$ cat src/rtl/adc_pkg.sv
// ---------------------------------------------------------------------------
// adc_pkg
// Shared definitions for the ADC sampler slice: conversion FSM state
// encoding and the converter result width.
// Ports: none (package).
// ---------------------------------------------------------------------------
package adc_pkg;

    localparam int ADC_BITS = 12;

    typedef enum logic [2:0] {
        IDLE,
        REQ,
        WAIT_LOW,
        WAIT_HIGH,
        CAPTURE
    } adc_state_e;

endpackage

$ cat src/rtl/adc_sampler_if.sv
// ---------------------------------------------------------------------------
// adc_sampler_if
// Signals between the sampler and the ADC serial driver.
// Ports (members):
//   adc_cs           driver chip select, low while a conversion is running
//   adc_value        driver result, valid on the adc_cs rising edge
//   adc_read         one-cycle conversion request to the driver
//   adc_recalibrate  one-cycle recalibration request to the driver
// Modports: master = sampler side, slave = driver side.
// ---------------------------------------------------------------------------
interface adc_sampler_if;
    import adc_pkg::*;

    logic                adc_cs;
    logic [ADC_BITS-1:0] adc_value;
    logic                adc_read;
    logic                adc_recalibrate;

    modport master (
        input  adc_cs,
        input  adc_value,
        output adc_read,
        output adc_recalibrate
    );

    modport slave (
        output adc_cs,
        output adc_value,
        input  adc_read,
        input  adc_recalibrate
    );

endinterface

$ cat src/rtl/adc_averager.sv
// ---------------------------------------------------------------------------
// adc_averager
// Block averager: sums 2^AVG_LOG2 captured samples and publishes the
// truncated mean, then restarts from zero.
// Ports:
//   clk, reset   system clock, async active-high reset
//   clear        drop the partial block (accumulator and count to 0)
//   strobe       capture strobe, din is a new sample this cycle
//   din          captured sample
//   avg_value    last block average (held between blocks)
//   avg_valid    one-cycle pulse, the cycle after the block's last strobe
// ---------------------------------------------------------------------------
module adc_averager
    import adc_pkg::*;
#(
    parameter int AVG_LOG2 = 3
) (
    input  logic                clk,
    input  logic                reset,
    input  logic                clear,
    input  logic                strobe,
    input  logic [ADC_BITS-1:0] din,
    output logic [ADC_BITS-1:0] avg_value,
    output logic                avg_valid
);

    localparam int ACC_W = ADC_BITS + AVG_LOG2;
    // keep the count at least one bit wide so AVG_LOG2 = 0 still elaborates
    localparam int CNT_W = (AVG_LOG2 > 0) ? AVG_LOG2 : 1;
    localparam logic [CNT_W-1:0] CNT_LAST = CNT_W'((1 << AVG_LOG2) - 1);

    logic [ACC_W-1:0] acc;
    logic [CNT_W-1:0] cnt;
    logic [ACC_W-1:0] sum_nxt;

    // sized so a full block can never overflow
    assign sum_nxt = acc + ACC_W'(din);

    always_ff @(posedge clk or posedge reset) begin
        if (reset) begin
            acc       <= '0;
            cnt       <= '0;
            avg_value <= '0;
            avg_valid <= 1'b0;
        end else begin
            avg_valid <= 1'b0;
            if (clear) begin
                acc <= '0;
                cnt <= '0;
            end else if (strobe) begin
                if (cnt == CNT_LAST) begin
                    avg_value <= sum_nxt[AVG_LOG2 +: ADC_BITS];
                    avg_valid <= 1'b1;
                    acc       <= '0;
                    cnt       <= '0;
                end else begin
                    acc <= sum_nxt;
                    cnt <= cnt + 1'b1;
                end
            end
        end
    end

endmodule

$ cat src/rtl/adc_sampler.sv
// ---------------------------------------------------------------------------
// adc_sampler
// Periodic conversion scheduler and sample conditioner above the ADC serial
// driver. Requests a conversion every SAMPLE_PERIOD cycles, detects
// completion from adc_cs, captures the result, block-averages it and flags
// over-level samples. A stuck conversion times out and asks the driver to
// recalibrate.
// Optional build macro: ADC_SAMPLER_TRIP_EN builds the trip comparator and
// sticky flag; without it trip is tied low and trip_clear is ignored.
// Ports:
//   clk, reset       system clock, async active-high reset
//   enable           run scheduling while high
//   trip_clear       clear the sticky trip flag
//   adc              driver bus (adc_sampler_if.master)
//   sample           last captured raw sample
//   sample_valid     one-cycle pulse, sample updated
//   avg_value        last block average
//   avg_valid        one-cycle pulse, avg_value updated
//   trip             sticky over-level flag
//   timeout_err      one-cycle pulse on conversion timeout
//   overrun          one-cycle pulse when a period tick finds the FSM busy
//
// state     | meaning
// ----------+-------------------------------------------------------
// IDLE      | waiting for a period tick
// REQ       | adc_read asserted for this cycle
// WAIT_LOW  | waiting for the driver to drop adc_cs
// WAIT_HIGH | conversion running, waiting for adc_cs to rise
// CAPTURE   | sample registered, sample_valid asserted
// ---------------------------------------------------------------------------
module adc_sampler
    import adc_pkg::*;
#(
    parameter int                  SAMPLE_PERIOD = 1000,
    parameter int                  AVG_LOG2      = 3,
    parameter logic [ADC_BITS-1:0] TRIP_LEVEL    = 12'd3500,
    parameter int                  TIMEOUT       = 200
) (
    input  logic                clk,
    input  logic                reset,
    input  logic                enable,
    input  logic                trip_clear,
    adc_sampler_if.master       adc,
    output logic [ADC_BITS-1:0] sample,
    output logic                sample_valid,
    output logic [ADC_BITS-1:0] avg_value,
    output logic                avg_valid,
    output logic                trip,
    output logic                timeout_err,
    output logic                overrun
);

    localparam int PER_W = $clog2(SAMPLE_PERIOD);
    localparam int TO_W  = $clog2(TIMEOUT + 1);

    adc_state_e       state;
    adc_state_e       state_nxt;
    logic [PER_W-1:0] per_cnt;
    logic [TO_W-1:0]  to_cnt;
    logic             tick;
    logic             cs_q;
    logic             cs_fall;
    logic             cs_rise;
    logic             to_hit;
    logic             capture_en;
    logic             read_req;
    logic             recal_req;
    logic             avg_clear;

    // ---- period timer ----
    assign tick = enable && (per_cnt == PER_W'(SAMPLE_PERIOD - 1));

    always_ff @(posedge clk or posedge reset) begin
        if (reset) begin
            per_cnt <= '0;
        end else if (!enable || tick) begin
            per_cnt <= '0;
        end else begin
            per_cnt <= per_cnt + 1'b1;
        end
    end

    // ---- chip-select edge detect (idle level of cs is high) ----
    always_ff @(posedge clk or posedge reset) begin
        if (reset) begin
            cs_q <= 1'b1;
        end else begin
            cs_q <= adc.adc_cs;
        end
    end

    assign cs_fall = cs_q && !adc.adc_cs;
    assign cs_rise = !cs_q && adc.adc_cs;

    // ---- conversion timeout ----
    always_ff @(posedge clk or posedge reset) begin
        if (reset) begin
            to_cnt <= '0;
        end else if (state == REQ) begin
            to_cnt <= '0;
        end else if (state == WAIT_LOW || state == WAIT_HIGH) begin
            to_cnt <= to_cnt + 1'b1;
        end
    end

    assign to_hit = (to_cnt == TO_W'(TIMEOUT));

    // ---- FSM ----
    always_ff @(posedge clk or posedge reset) begin
        if (reset) begin
            state <= IDLE;
        end else begin
            state <= state_nxt;
        end
    end

    always_comb begin
        state_nxt    = state;
        read_req     = 1'b0;
        recal_req    = 1'b0;
        timeout_err  = 1'b0;
        sample_valid = 1'b0;
        capture_en   = 1'b0;
        case (state)
            IDLE: begin
                if (tick) begin
                    state_nxt = REQ;
                end
            end
            REQ: begin
                read_req  = 1'b1;
                state_nxt = WAIT_LOW;
            end
            WAIT_LOW: begin
                if (to_hit) begin
                    timeout_err = 1'b1;
                    recal_req   = 1'b1;
                    state_nxt   = IDLE;
                end else if (cs_fall) begin
                    state_nxt = WAIT_HIGH;
                end
            end
            WAIT_HIGH: begin
                // a rise coinciding with the timeout is treated as too late
                if (to_hit) begin
                    timeout_err = 1'b1;
                    recal_req   = 1'b1;
                    state_nxt   = IDLE;
                end else if (cs_rise) begin
                    capture_en = 1'b1;
                    state_nxt  = CAPTURE;
                end
            end
            CAPTURE: begin
                sample_valid = 1'b1;
                state_nxt    = IDLE;
            end
            default: begin
                state_nxt = IDLE;
            end
        endcase
    end

    assign overrun             = tick && (state != IDLE);
    assign adc.adc_read        = read_req;
    assign adc.adc_recalibrate = recal_req;

    // ---- sample capture ----
    always_ff @(posedge clk or posedge reset) begin
        if (reset) begin
            sample <= '0;
        end else if (capture_en) begin
            sample <= adc.adc_value;
        end
    end

    // ---- trip ----
`ifdef ADC_SAMPLER_TRIP_EN
    always_ff @(posedge clk or posedge reset) begin
        if (reset) begin
            trip <= 1'b0;
        end else if (capture_en && (adc.adc_value >= TRIP_LEVEL)) begin
            trip <= 1'b1;
        end else if (trip_clear) begin
            trip <= 1'b0;
        end
    end
`else
    logic unused_trip;
    assign unused_trip = trip_clear ^ (^TRIP_LEVEL);
    assign trip        = 1'b0;
`endif

    // ---- block average; a partial block is dropped while parked disabled ----
    assign avg_clear = !enable && (state == IDLE);

    adc_averager #(
        .AVG_LOG2 (AVG_LOG2)
    ) u_averager (
        .clk       (clk),
        .reset     (reset),
        .clear     (avg_clear),
        .strobe    (capture_en),
        .din       (adc.adc_value),
        .avg_value (avg_value),
        .avg_valid (avg_valid)
    );

endmodule

$ cat src/flat_wrapper.sv
// flat-port wrapper written by rule: the top's interface ports become plain ports
module adc_sampler_flat import adc_pkg::*;
#(
    parameter int                  SAMPLE_PERIOD = 1000,
    parameter int                  AVG_LOG2      = 3,
    parameter logic [ADC_BITS-1:0] TRIP_LEVEL    = 12'd3500,
    parameter int                  TIMEOUT       = 200
)
  (clk, reset, enable, trip_clear, sample, sample_valid, avg_value, avg_valid, trip, timeout_err, overrun, adc_adc_cs, adc_adc_value, adc_adc_read, adc_adc_recalibrate);
  adc_sampler_if adc_i ();
  input  logic clk;
  input  logic reset;
  input  logic enable;
  input  logic trip_clear;
  output logic [ADC_BITS-1:0] sample;
  output logic sample_valid;
  output logic [ADC_BITS-1:0] avg_value;
  output logic avg_valid;
  output logic trip;
  output logic timeout_err;
  output logic overrun;
  input wire logic [$bits(adc_i.adc_cs)-1:0] adc_adc_cs;
  input wire logic [$bits(adc_i.adc_value)-1:0] adc_adc_value;
  output wire logic [$bits(adc_i.adc_read)-1:0] adc_adc_read;
  output wire logic [$bits(adc_i.adc_recalibrate)-1:0] adc_adc_recalibrate;
  assign adc_i.adc_cs = adc_adc_cs;
  assign adc_i.adc_value = adc_adc_value;
  assign adc_adc_read = adc_i.adc_read;
  assign adc_adc_recalibrate = adc_i.adc_recalibrate;
  adc_sampler #(.SAMPLE_PERIOD(SAMPLE_PERIOD), .AVG_LOG2(AVG_LOG2), .TRIP_LEVEL(TRIP_LEVEL), .TIMEOUT(TIMEOUT)) u_core (.clk(clk), .reset(reset), .enable(enable), .trip_clear(trip_clear), .adc(adc_i), .sample(sample), .sample_valid(sample_valid), .avg_value(avg_value), .avg_valid(avg_valid), .trip(trip), .timeout_err(timeout_err), .overrun(overrun));
endmodule
$ cat config.mk
export PLATFORM = sky130hd
export DESIGN_NAME = adc_sampler_flat
export DESIGN_NICKNAME = d
export VERILOG_FILES = /design/src/rtl/adc_pkg.sv /design/src/rtl/adc_sampler_if.sv /design/src/rtl/adc_averager.sv /design/src/rtl/adc_sampler.sv /design/src/flat_wrapper.sv
export SDC_FILE = /design/constraint.sdc
export NUM_CORES = 1
export LEC_CHECK = 0
export ABC_AREA = 0
export ABC_CLOCK_PERIOD_IN_PS = 6300
export BUFFER_PORTS_ARGS = -buffer_cell sky130_fd_sc_hd__buf_2
export CAP_MARGIN = 20
export CORE_MARGIN = 1
export CORE_UTILIZATION = 60
export DETAILED_ROUTE_END_ITERATION = 6
export GPL_ROUTABILITY_DRIVEN = 0
export PLACE_DENSITY = 0.92
export SYNTH_ARGS = -nofsm -noshare
export SYNTH_HDL_FRONTEND = slang
export SYNTH_HIERARCHICAL = 1
export SYNTH_SLANG_ARGS = --single-unit
export TNS_END_PERCENT = 100
$ cat constraint.sdc
create_clock -name clk -period 6.3 [get_ports clk]
set_clock_uncertainty 0.05 [all_clocks]
set_input_delay 0.945 -clock clk [delete_from_list [all_inputs] [get_ports clk]]
set_output_delay 0.945 -clock clk [all_outputs]
set_load 0.005 [all_outputs]
-- Yosys cells after proc, flatten, opt, wreduce, memory -nomap -nowiden
Cells that the tools add are included.
- memory bits (read-only): 0
- bits in latches: 0
- memories kept: 0
- output and inout bits: 31
- bits in registers: 65
- logic and storage cells: 66
- RAM bits: 0
- input port bits: 17
- reduce and logical (&&, ||, !) cells: 17
- shift operators: 0
- mux-type cells: 25
- div/mod/pow operators: 0
- eq/ne operators: 10
- magnitude comparators: 0
- $mul: 0
- $add $sub $neg: 4
- bitwise logic cells: 1
- operator list (operator ; number):
    two-way mux 15 bit ; 3
    two-way mux 3 bit ; 8
    two-way mux 8 bit ; 2
    adder 15 x 12 -> 15 bit ; 1
    one-hot mux 3 bit (4 select lines) ; 1
    adder 10 x 1 -> 10 bit (second input constant) ; 1
    == test 10 bit (second input constant) ; 1
    two-way mux 1 bit ; 10
    two-way mux 10 bit ; 1
    adder 8 x 1 -> 8 bit (second input constant) ; 1
    == test 8 bit (second input constant) ; 1
    == test 3 x 2 -> 1 bit (second input constant) ; 2
    == test 3 bit (second input constant) ; 2
    != test 3 x 1 -> 1 bit (second input constant) ; 2
    AND reduction 3 bit ; 2
    logical AND 1 bit ; 5
    nonzero test 2 bit ; 2
    adder 3 x 1 -> 3 bit (second input constant) ; 1
    == test 3 x 1 -> 1 bit (second input constant) ; 1
    zero test 1 bit ; 3
    zero test 3 bit ; 1
    nonzero test 3 bit ; 1
    logical OR 1 bit ; 2
    != test 2 x 1 -> 1 bit (second input constant) ; 1
    other kinds (2) ; 2

-- Logic depth before layout (Yosys ltp)
Gate-level depths: netlist of run 1.
- depth in word-level cells: 7
- gate-level depth with buffers: 10
- depth with buffers taken out: 9

-- By module
The synthesis of run 1 kept the hierarchy.
- modules (own cells, without submodules) (module ; sequential area each (um^2) ; times used ; area each (um^2) ; cells each):
    adc_averager ; 775.7 ; 1 ; 1773.0 ; 188
    adc_sampler ; 852.1 ; 1 ; 1686.6 ; 155

-- Worst setup path after synthesis of run 1
OpenSTA, ideal clock, no wires.
- path type: input port to flip-flop
- start point: input port adc_adc_value[0]
- end point: register u_core.u_averager.acc[12]
- data required time: 6174 ps
- stages: 9
- setup slack: 3591 ps
- arrival: 2583 ps
- buffers on the path: 0
- setup time: 76 ps
- cell sequence: ha_1 -> inv_1 -> fa_1 -> nand2b_1 -> a21oi_1 -> o31ai_1 -> and2_4 -> or3_1 -> o21ai_1
- word-level cells in the longest chain between the ends: 4
- RTL lines (item ; RTL line ; text):
    start, declared ; flat_wrapper.sv:23 ; input wire logic [$bits(adc_i.adc_value)-1:0] adc_adc_value;
    adder 15 x 12 -> 15 bit ; adc_averager.sv:37 ; assign sum_nxt = acc + ACC_W'(din);
    two-way mux 15 bit ; adc_averager.sv:51 ; if (cnt == CNT_LAST) begin
    two-way mux 15 bit ; adc_averager.sv:50 ; end else if (strobe) begin
    two-way mux 15 bit ; adc_averager.sv:47 ; if (clear) begin
    end signal, assigned ; adc_averager.sv:57 ; acc <= sum_nxt;
    end, declared ; adc_averager.sv:32 ; logic [ACC_W-1:0] acc;
Every way passes these cells. The select of a mux whose other input is x is not followed.
A chain may end at the register's enable or synchronous reset.

-- Worst setup path after layout of run 1
- start point: register u_core.to_cnt[0]
- end point: register u_core.u_averager.avg_value[1]
- word-level cells in the longest chain between the ends: 4
- RTL lines (item ; RTL line ; text):
    start, declared ; adc_sampler.sv:59 ; logic [TO_W-1:0] to_cnt;
    start signal, assigned ; adc_sampler.sv:102 ; to_cnt <= to_cnt + 1'b1;
    == test 8 bit ; adc_sampler.sv:106 ; assign to_hit = (to_cnt == TO_W'(TIMEOUT));
    two-way mux 1 bit ; adc_sampler.sv:145 ; if (to_hit) begin
    two-way mux 1 bit ; adc_sampler.sv:124 ; case (state)
    AND reduction 3 bit (no source line) ; -- ;
    end signal, assigned ; adc_averager.sv:52 ; avg_value <= sum_nxt[AVG_LOG2 +: ADC_BITS];
    end, declared ; adc_averager.sv:23 ; output logic [ADC_BITS-1:0] avg_value,
Every way passes these cells.

==> results of run 1 <==
## final timing paths
check	end	slack (ps)
worst min register to register	u_core/u_averager/avg_value[0]$_DFFE_PP0P_	430
worst min-delay path	u_core/u_averager/avg_value[0]$_DFFE_PP0P_	430
worst max register to register	u_core/u_averager/avg_value[1]$_DFFE_PP0P_	3360
worst max-delay path	u_core/u_averager/avg_value[1]$_DFFE_PP0P_	3360
min in group asynchronous	u_core/sample[2]$_DFFE_PP0P_	440
max in group asynchronous	u_core/cs_q$_DFF_PP1_	5100
## synthesized netlist by cell type, types with 2 or more instances
cell type / n / area, sq um
xnor2_1: 10 / 87.6
a21o_1: 5 / 37.5
mux2_4: 9 / 135
nor3_1: 5 / 25.0
mux2_2: 3 / 33.8
nor2b_1: 2 / 12.5
ha_1: 17 / 213
clkbuf_1: 6 / 22.5
buf_4: 2 / 15.0
nand3_1: 6 / 30.0
mux2i_1: 7 / 70.1
nand4_1: 5 / 31.3
nor2_1: 28 / 105
nand2b_1: 5 / 31.3
nand2_1: 43 / 161
o211ai_1: 4 / 30.0
a21oi_1: 13 / 65.1
buf_2: 3 / 15.0
and2_1: 3 / 18.8
o21ai_0: 33 / 165
a22o_1: 2 / 17.5
nor4_1: 2 / 12.5
a211oi_1: 2 / 15.0
dfrtp_1: 64 / 1600
and3_1: 3 / 18.8
xor2_1: 8 / 70.1
or3_1: 5 / 31.3
inv_1: 16 / 60.1
o21ai_1: 7 / 35.0
## metrics by stage
step	worst slack (ps)	power, uW	utilization
after floorplan	3590	453	-
after global placement	3230	466	0.671
after detailed placement	3100	468	0.671
after CTS	3380	867	0.711
after global routing	3160	888	0.711
final	3360	862	0.711
## worst min-delay path: stages, from the launching register on
cell     delay, ps
dfrtp_1        340
nand2_1         40
o21ai_0         60
## power breakdown
part / internal (uW) / total (uW) / leakage [uW] / switching (uW)
combinational: 12.5 / 39.8 / 0.000903 / 27.3
clock: 245 / 401 / 0.000111 / 155
sequential: 419 / 421 / 0.000903 / 1.98
## cell usage in the layout (no fill, tap or decap), types with 2 or more instances in the layout
master     instances
dfrtp_1           64
buf_2             45
nand2_1           43
o21ai_0           33
nor2_1            28
ha_1              17
inv_1             16
a21oi_1           13
clkbuf_8          11
xnor2_1           10
mux2_4             9
xor2_1             8
mux2i_1            7
o21ai_1            7
nand3_1            6
nand2b_1           5
nor3_1             5
nand4_1            5
or3_1              5
a21o_1             5
o211ai_1           4
clkbuf_1           3
and3_1             3
and2_1             3
mux2_2             3
bufinv_16          2
nor2b_1            2
nor4_1             2
a211oi_1           2
buf_4              2
a22o_1             2
## state kept, by name, indices dropped and copies added, names as in the netlist
register and flops:
u_core/cs_q 1, u_core/per_cnt 10, u_core/sample 12, u_core/state 3, u_core/to_cnt 8, u_core/u_averager/acc 15, u_core/u_averager/avg_valid 1, u_core/u_averager/avg_value 12
u_core/u_averager/cnt 3
## cell type report
class                      instances  area share
multi-input combinational        250       0.431
clock buffer                      14      0.0413
timing repair buffer              47      0.0610
inverter                          16      0.0152
sequential                        65       0.413
tap                               72      0.0229
clock inverter                     2      0.0152
## layer usage
| layer | GRT usage | part of all wire | vias up |
|---|---|---|---|
| met5 | 0 | 0 | - |
| met4 | 0.115 | 0.023 | 0 |
| met3 | 0.0800 | 0.051 | 21 |
| met2 | 0.443 | 0.50 | 87 |
| met1 | 0.345 | 0.42 | 1399 |
| li1 | - | - | 1281 |
## logic make-up after synthesis
kind of cell,synth area share
other,0.00108
adders and majority gates,0.0673
AOI/OAI and AO/OA,0.143
buffers and inverters,0.0383
muxes,0.0723
DFF,0.471
and+or+nand+nor,0.162
xor gates and xnor gates,0.0456
==> summary.txt, run 1 <==
Status
  – Status: complete, no violations

Timing
  – Final Hold Viols: 0
  – Setup TNS: 0 ps
  – Slew @ Worst Pin: 1100 ps
  – RSZ-0062 raised after global routing: false
  – Final slew viol count: 0
  – Slew margin rel.: 0.263
  – Min Tclk post-route: 2940 ps
  – Hold_ws: 426 ps
  – Fin crit share: 0.466
  – Max Clock Freq: 0.341 GHz
  – Final Setup Violations: 0

Clock network
  – H-tree lvl count: 3
  – Clock-pin slew on the worst setup and hold paths: 70 ps
  – CTS resizes: 0
  – Post-CTS Setup Bufs: 0
  – Clk root buf: clkbuf_8
  – Hold buffer count at CTS: 0
  – CTS max path bufs: 2
  – CTS tree: yes
  – CTS buffer count: 9
  – Clock sinks: 65
  – Clock latency on the worst-skew pair: 340 ps

Worst setup path
  – R2r startpoint: u_core/to_cnt[0]$_DFFE_PP0P_
  – WP depth: 8
  – Crit path cell chain: inv_1 -> ha_1 -> and4bb_4 -> a41oi_4 -> and2b_4 -> nand3b_1 -> inv_1 -> mux2_2
  – Buf+Inv Stages, Crit Path: 2
  – Worst EP arrival: 3120 ps
  – Worst path slowest cell: nand3b_1
  – CP dominant cell by count: inv_1
  – Crit-path max FO: 23
  – CP Launch Type: flip-flop
  – CP Launch Point: u_core/to_cnt[0]$_DFFE_PP0P_
  – Cell family with the largest share of critical-path delay: simple AND/OR/NAND/NOR gates
  – Worst EP required: 6480 ps
  – Register-to-Register Path Depth: 8
  – Critical Path End Type: flip-flop
  – Crit-path max cell delay: 600 ps
  – Kind of critical path: reg -> reg

Drt
  – Total wire length: 7.61 mm
  – DRT iter0 DRCs: 187
  – Residual DRC: 0
  – ANT nets after route: 0
  – Vias per cell: 5.98
  – First-pass DRT Iterations: 5
  – Routed vias: 2788
  – Per-cell routed wire length: 16.3 um

Final layout
  – Filler cell count: 382
  – Layout cells sized above 1: 0.213
  – Non-filler cells, final: 466
  – Diodes inserted: 0
  – Nets@finish: 424
  – Synth-to-layout area growth: 13.9%
  – Combined area of the multi-input logic cells: 1700 sq um
  – Seq. cell area: 1630 sq um
  – Finished Cell Area: 3940 sq um

Die
  – Chip width: 77.9 um
  – Die Area: 6070 sq um
  – Core Region: 5540 sq um
  – Initial Util: 0.624
  – Rows: 27
  – Die H: 77.9 um
  – Boundary pin count: 48

Placement
  – Inst Count DP: 450
  – DP Wirelength: 5.13 mm
  – Area post-placement: 3720 sq um
  – Port-buffer cells: 45

Global routing
  – Pin count of the biggest net entering global routing: 32
  – Global Route Usage Sum: 0.274
  – Number of global-route vias before repair: 2711
  – Remaining global-route overflow: 0
  – Global-route wire length before repair: 12.7 mm
  – Antenna violations before repair: 0

Yosys
  – Post-Syn Nets: 378
  – Synth unique cells: 54
  – Post-Syn Area: 3460 sq um
  – #FFs+latches synth: 65
  – Cells after Synth: 343
  – Dominant synthesized flop cell: dfrtp_1
  – Number of synthesized flops with an enable pin: 0
  – Synth async-reset ratio: 1.00
  – Post-synthesis sequential area ratio: 0.471
  – Avg Cell Area, Syn: 10.1 sq um
  – Syn. warnings: 6

Hold path
  – Hold wc startpoint: u_core/u_averager/avg_value[0]$_DFFE_PP0P_
  – Hold crit path type: reg -> reg
  – Hold depth: 2

Power
  – Max VDD drop: 163 uV
  – Cell Pwr Density: 219 nW/um^2
  – Leak pwr: 0.00192 uW

Flow run
  – Max-cap violation count: 0
Note: power is estimated with default switching activity, not from simulation.
==> run 2, diff against run 1 <==
--- a/config.mk
+++ b/config.mk
@@ -5,15 +5,15 @@
 export SDC_FILE = /design/constraint.sdc
 export NUM_CORES = 1
 export LEC_CHECK = 0
-export ABC_AREA = 0
-export ABC_CLOCK_PERIOD_IN_PS = 6300
+export ABC_AREA = 1
+export ABC_CLOCK_PERIOD_IN_PS = 2900
 export BUFFER_PORTS_ARGS = -buffer_cell sky130_fd_sc_hd__buf_2
 export CAP_MARGIN = 20
 export CORE_MARGIN = 1
-export CORE_UTILIZATION = 60
+export CORE_UTILIZATION = 58
 export DETAILED_ROUTE_END_ITERATION = 6
 export GPL_ROUTABILITY_DRIVEN = 0
-export PLACE_DENSITY = 0.92
+export PLACE_DENSITY = 0.89
 export SYNTH_ARGS = -nofsm -noshare
 export SYNTH_HDL_FRONTEND = slang
 export SYNTH_HIERARCHICAL = 1
==> constraint.sdc (replaced) <==
create_clock -name clk -period 2.9 [get_ports clk]
set_clock_uncertainty 0.05 [all_clocks]
set_input_delay 0.435 -clock clk [delete_from_list [all_inputs] [get_ports clk]]
set_output_delay 0.435 -clock clk [all_outputs]
set_load 0.005 [all_outputs]
==> run 2 against run 1 <==
Sequential power grew to 2.5 times the previous value; largest power group unchanged; final cell count grew 34%; clock-buffer cell count decreased by 3; first-iteration DRC count grew 17%.
==> summary.txt, run 2 <==
Status
  – Status: complete, no violations

Final layout
  – Combined area of the multi-input logic cells: 1760 sq um
  – Filler cell count: 483
  – Commonest cells after routing, fill and taps aside: 175 x nand2_1, 64 x dfrtp_1, 63 x inv_1
  – Commonest non-fill, non-tap cell in the layout: nand2_1
  – Finished Cell Area: 4200 sq um
  – Nets@finish: 580
  – Layout cells sized above 1: 0.151
  – Non-filler cells, final: 625
  – Max reg flops: 15
  – Diodes inserted: 0
  – Synth-to-layout area growth: 13.6%
  – Regs by FF count: u_core/u_averager/acc: 15 flops, u_core/sample: 12 flops, u_core/u_averager/avg_value: 12 flops
  – Biggest register: u_core/u_averager/acc
  – Seq. cell area: 1630 sq um

Yosys
  – Synth Area in Compound Gates: 0.0643
  – Largest family of logic cells by synthesized area: simple AND/OR/NAND/NOR gates
  – Mux share of post-synthesis cell area: 0
  – Synth unique cells: 35
  – Syn. warnings: 6
  – Number of synthesized flops with an enable pin: 0
  – Synth top area share: 0.433
  – Most frequent cells after synthesis: 175 x nand2_1, 64 x dfrtp_1, 63 x inv_1
  – Post-Syn Nets: 526
  – Count leader, synth: nand2_1
  – Post-synthesis simple-gate area fraction: 0.321
  – Synth area leader: dfrtp_1
  – Synth Area in Adders: 0.0629
  – Synth Area in XOR/XNOR: 0.0261
  – Synth async-reset ratio: 1.00
  – Cells after Synth: 491
  – Dominant synthesized flop cell: dfrtp_1
  – #FFs+latches synth: 65
  – Post-synthesis sequential area ratio: 0.440
  – Post-Syn Area: 3700 sq um
  – Synth top area cells: dfrtp_1 43%, nand2_1 18%, inv_1 6.4%
  – Avg Cell Area, Syn: 7.53 sq um

Die
  – Die H: 81.8 um
  – Core Region: 6030 sq um
  – Chip width: 81.8 um
  – Initial Util: 0.614
  – Boundary pin count: 48
  – Rows: 28
  – Die Area: 6700 sq um

Clock network
  – Clock sinks: 65
  – Post-CTS Setup Bufs: 0
  – CTS tree: yes
  – CTS buffer count: 9
  – CTS resizes: 0
  – Clk root buf: clkbuf_8
  – CTS max path bufs: 2
  – H-tree lvl count: 3
  – Clock latency on the worst-skew pair: 340 ps
  – Clock-pin slew on the worst setup and hold paths: 70 ps
  – Hold buffer count at CTS: 0

Global routing
  – Antenna violations before repair: 0
  – Number of global-route vias before repair: 3185
  – Global-route wire length before repair: 13.1 mm
  – Global Route Usage Sum: 0.260
  – Pin count of the biggest net entering global routing: 35
  – Remaining global-route overflow: 0

Placement
  – Port-buffer cells: 45
  – Inst Count DP: 609
  – DP Wirelength: 5.79 mm
  – Area post-placement: 4000 sq um

Drt
  – DRT iter0 DRCs: 218
  – Vias per cell: 5.34
  – ANT nets after route: 0
  – Total wire length: 7.94 mm
  – First-pass DRT Iterations: 5
  – Residual DRC: 0
  – Per-cell routed wire length: 12.7 um
  – Routed vias: 3336

Worst setup path
  – Crit-path max FO: 5
  – Crit Reg-Reg Endpoint: u_core/u_averager/avg_value[0]$_DFFE_PP0P_
  – Register-to-Register Path Depth: 11
  – R2r startpoint: u_core/to_cnt[0]$_DFFE_PP0P_
  – CP Launch Type: flip-flop
  – Kind of critical path: reg -> out
  – Critical Path End Type: output pin
  – Worst EP required: 2410 ps
  – Buf+Inv Stages, Crit Path: 2
  – Crit path cell chain: ha_1 -> nand2_1 -> inv_1 -> nand3_1 -> nor3b_1 -> buf_2
  – R2r setup slk: 870 ps
  – Crit-path max cell delay: 420 ps
  – Worst path slowest cell: dfrtp_1
  – Cell family with the largest share of critical-path delay: flip-flops
  – Worst EP arrival: 1620 ps

Timing
  – RSZ-0062 raised after global routing: false
  – Final Hold Viols: 0
  – Fin crit share: 0.727
  – Max Clock Freq: 0.474 GHz
  – Min Tclk post-route: 2110 ps
  – Setup TNS: 0 ps
  – Final Setup Violations: 0
  – Final slew viol count: 0

Power
  – Leak pwr: 0.00237 uW
  – Cell Pwr Density: 528 nW/um^2
  – Max VDD drop: 338 uV

Hold path
  – Hold crit path type: in -> async

Flow run
  – Max-cap violation count: 0
-- run 2: cell count changes in the layout (fill, tap and decap cells not counted), moves of 5 or more --
cell      change
a21o_1        -5
mux2i_1       -7
nand3_1      +31
or3_1         -5
mux2_4        -9
nor2_1        +8
inv_1        +47
xnor2_1       -6
buf_4         +5
nand2_1     +132
o21ai_0      -12
nand2b_1      -5
-- run 2: cells by family after synthesis --
kind of cell	after synthesis
xor gates and xnor gates	11
AOI/OAI and AO/OA	45
DFF	65
buffers and inverters	75
other	1
and+or+nand+nor	276
adders and majority gates	18
-- run 2: how the worst max path moves through the flow --
stage | startpoint | to | slack, ps | cells after the start
after detailed placement | adc_adc_value[0] | u_core/u_averager/avg_value[5]$_DFFE_PP0P_ | 850 | 12
after floorplan | u_core/to_cnt[0]$_DFFE_PP0P_ | u_core/u_averager/avg_value[0]$_DFFE_PP0P_ | 1080 | 14
final | u_core/per_cnt[0]$_DFF_PP0_ | overrun | 790 | 6
after global placement | adc_adc_value[0] | u_core/u_averager/avg_value[9]$_DFFE_PP0P_ | 880 | 12
after CTS | u_core/per_cnt[0]$_DFF_PP0_ | overrun | 780 | 6
after global routing | u_core/to_cnt[0]$_DFFE_PP0P_ | u_core/u_averager/avg_value[8]$_DFFE_PP0P_ | 670 | 12
-- run 2: per-stage QoR --
step                      worst slack [ps]  hold slack [ps]  total power (uW)   util
final                                  791              131              2220  0.697
after global routing                   673              139              2330  0.697
after CTS                              780              120              2230  0.697
after detailed placement               846              410              1470  0.664
after global placement                 885              408              1440  0.664
after floorplan                       1080              389              1290      -
-- run 2: per-layer routing --
metal,track usage,part of all wire,vias up
li1,-,-,1650
met1,0.295,0.43,1559
met2,0.460,0.50,106
met3,0.0456,0.053,21
met4,0.146,0.021,0
met5,0,0,-
-- run 2: area by class of cell --
cell class,count,share of cell area
flip-flops and latches,65,0.388
inverters,66,0.0590
well taps,75,0.0223
multi-input cells,351,0.418
repair buffers,52,0.0661
clock buffers,11,0.0337
clock inverters,5,0.0131
-- run 2: power by group --
group | internal [uW] | switching, uW | total [uW]
combinational | 147 | 251 | 398
clock | 417 | 346 | 763
sequential | 997 | 60.3 | 1060
-- run 2: worst register-to-register path: cells and delay by family (launching register included) --
family | cells | cell delay [ps]
compound gates | 1 | 170
simple gates | 7 | 680
buf+inv | 2 | 440
fa+ha+maj | 1 | 150
flops | 1 | 400
==> run 3, diff against run 2 <==
--- a/config.mk
+++ b/config.mk
@@ -6,14 +6,14 @@
 export NUM_CORES = 1
 export LEC_CHECK = 0
 export ABC_AREA = 1
-export ABC_CLOCK_PERIOD_IN_PS = 2900
+export ABC_CLOCK_PERIOD_IN_PS = 1700
 export BUFFER_PORTS_ARGS = -buffer_cell sky130_fd_sc_hd__buf_2
 export CAP_MARGIN = 20
 export CORE_MARGIN = 1
-export CORE_UTILIZATION = 58
+export CORE_UTILIZATION = 52
 export DETAILED_ROUTE_END_ITERATION = 6
 export GPL_ROUTABILITY_DRIVEN = 0
-export PLACE_DENSITY = 0.89
+export PLACE_DENSITY = 0.85
 export SYNTH_ARGS = -nofsm -noshare
 export SYNTH_HDL_FRONTEND = slang
 export SYNTH_HIERARCHICAL = 1
==> constraint.sdc (replaced) <==
create_clock -name clk -period 1.7 [get_ports clk]
set_clock_uncertainty 0.05 [all_clocks]
set_input_delay 0.255 -clock clk [delete_from_list [all_inputs] [get_ports clk]]
set_output_delay 0.255 -clock clk [all_outputs]
set_load 0.005 [all_outputs]
==> run 3 against run 2 <==
Clock-buffer cell count is 2 lower; first-iteration DRC count is 28% higher; hold slack worse by 9.2 ps; core utilization is 4.5 points higher; non-clock buffer count is 36 higher; clock power is 110% higher; critical path depth is 2 higher; the run now ends with setup timing left; via count is 8.0% higher.
==> summary.txt, run 3 (synthesis gave the netlist of run 2 again) <==
Hold path
  – Hold crit path type: in -> reg

Timing
  – Final Setup Violations: 17
  – Final slew viol count: 0
  – Max Clock Freq: 0.559 GHz
  – Fin crit share: 1.05
  – RSZ-0062 raised after global routing: true
  – Min Tclk post-route: 1790 ps
  – Final Hold Viols: 0
  – Final worst setup slack: -87.9 ps

Worst setup path
  – Crit-path max cell delay: 400 ps
  – Crit-path max FO: 2
  – Worst path slowest cell: dfrtp_1
  – Crit path cell chain: inv_2 -> ha_4 -> nand2_4 -> nor2_4 -> nand2_4 -> buf_6 -> nor2_4 -> buf_2
  – Critical Path End Type: output pin
  – Cell family with the largest share of critical-path delay: flip-flops
  – Worst EP arrival: 1480 ps
  – Buf+Inv Stages, Crit Path: 3
  – CP Launch Type: flip-flop
  – Worst EP required: 1390 ps
  – Kind of critical path: reg -> out
  – R2r setup slk: -50 ps

Final layout
  – Commonest non-fill, non-tap cell in the layout: nand2_1
  – Regs by FF count: u_core/u_averager/acc: 15 flops, u_core/sample: 12 flops, u_core/u_averager/avg_value: 12 flops
  – Finished Cell Area: 5070 sq um
  – Filler cell count: 474
  – Diodes inserted: 0
  – Nets@finish: 616
  – Layout cells sized above 1: 0.336
  – Commonest cells after routing, fill and taps aside: 149 x nand2_1, 63 x dfrtp_1, 56 x inv_1
  – Biggest register: u_core/u_averager/acc
  – Synth-to-layout area growth: 37.2%
  – Max reg flops: 15

Global routing
  – M1 GR Usage: 0.286
  – Global Route Usage Sum: 0.254
  – Global-route wire length before repair: 14.7 mm
  – GR Layer Usage met2: 0.461
  – Antenna violations before repair: 0
  – Pin count of the biggest net entering global routing: 35
  – Met3 Usage GRT: 0.0695
  – Remaining global-route overflow: 0
  – Global routing's busiest layer: met2
  – Number of global-route vias before repair: 3383

Drt
  – First-pass DRT Iterations: 6
  – ANT nets after route: 0
  – Total wire length: 9.57 mm
  – DRT iter0 DRCs: 280
  – Residual DRC: 0
  – Per-cell routed wire length: 14.0 um
  – Vias per cell: 5.28
  – Routed vias: 3602

Die
  – Chip width: 86.3 um
  – Core Region: 6830 sq um
  – Initial Util: 0.541
  – Boundary pin count: 48
  – Die Area: 7450 sq um
  – Die H: 86.3 um
  – Rows: 30

Clock network
  – Clock-pin slew on the worst setup and hold paths: 70 ps
  – Clock sinks: 65
  – CTS tree: yes
  – H-tree lvl count: 3
  – CTS max path bufs: 2
  – CTS buffer count: 9
  – Clock latency on the worst-skew pair: 340 ps
  – Clk root buf: clkbuf_8

Flow run
  – Max-cap violation count: 0

Power
  – Cell Pwr Density: 861 nW/um^2
  – Max VDD drop: 624 uV
  – Leak pwr: 0.00267 uW

Status
  – Status: finished, violations left
  – Failing checks: setup timing

Placement
  – Port-buffer cells: 45
  – Area post-placement: 4220 sq um
  – DP Wirelength: 6.25 mm
  – DP Worst Slack: -126 ps
[run 3: power by group]
part / switching [uW] / total, uW / internal [uW]
Combinational: 515 / 981 / 465
Clock: 603 / 1580 / 976
Sequential: 109 / 1810 / 1700
[run 3: worst paths after layout]
kind                                                         endpoint                                       start  depth (start not counted)
hold / removal                          u_core/sample[10]$_DFFE_PP0P_                           adc_adc_value[10]                          3
setup reg to reg                u_core/u_averager/acc[14]$_DFFE_PP0P_       u_core/u_averager/acc[10]$_DFFE_PP0P_                         10
hold reg to reg            u_core/u_averager/avg_value[5]$_DFFE_PP0P_  u_core/u_averager/avg_value[5]$_DFFE_PP0P_                          2
setup / recovery                                  adc_adc_recalibrate                u_core/to_cnt[1]$_DFFE_PP0P_                          8
max in group asynchronous                       u_core/cs_q$_DFF_PP1_                                       reset                          4
min in group asynchronous                 u_core/per_cnt[9]$_DFF_PP0_                                       reset                          4
[run 3: metal layers]
metal | up-vias | share of wire
met4 | 0 | 0.029
met2 | 130 | 0.52
met1 | 1714 | 0.39
li1 | 1725 | -
met3 | 33 | 0.063
met5 | - | 0
[run 3: through the flow]
step                TNS (ps)  utilization  std cells  power, uW  hold WS, ps
finish                  -436        0.742        682       4370          121
CTS                     -301        0.678        673       4310         80.3
global placement        -256        0.618        647       2610          318
floorplan              -12.1            -        491       2220          209
detailed placement      -998        0.618        647       2660          321
global route           -2070        0.742        682       4590          116
[run 3: worst reg2reg max path: cells and delay by family (launching register included)]
kind          cells  cell delay [ps]
simple gates      8              760
flops             1              420
fa+ha+maj         1              310
buf+inv           1              110
[run 3: timing repair]
item	4_1_cts	5_1_grt
pin swaps	9	26
hold buffers	2	0
setup buffers	8	10
setup endpoints to repair	29	32
resized for setup	24	79
hold endpoints to repair	65	0
gates cloned	0	1
[run 3: layout make-up]
type                    count  area (sq um)  share of cell area
clock buffers               9           124              0.0244
clock inverters             7           118              0.0232
repair buffers             88           639               0.126
well taps                  96           120              0.0237
inverters                  66           250              0.0493
multi-input cells         351          2190               0.432
flip-flops and latches     65          1630               0.321
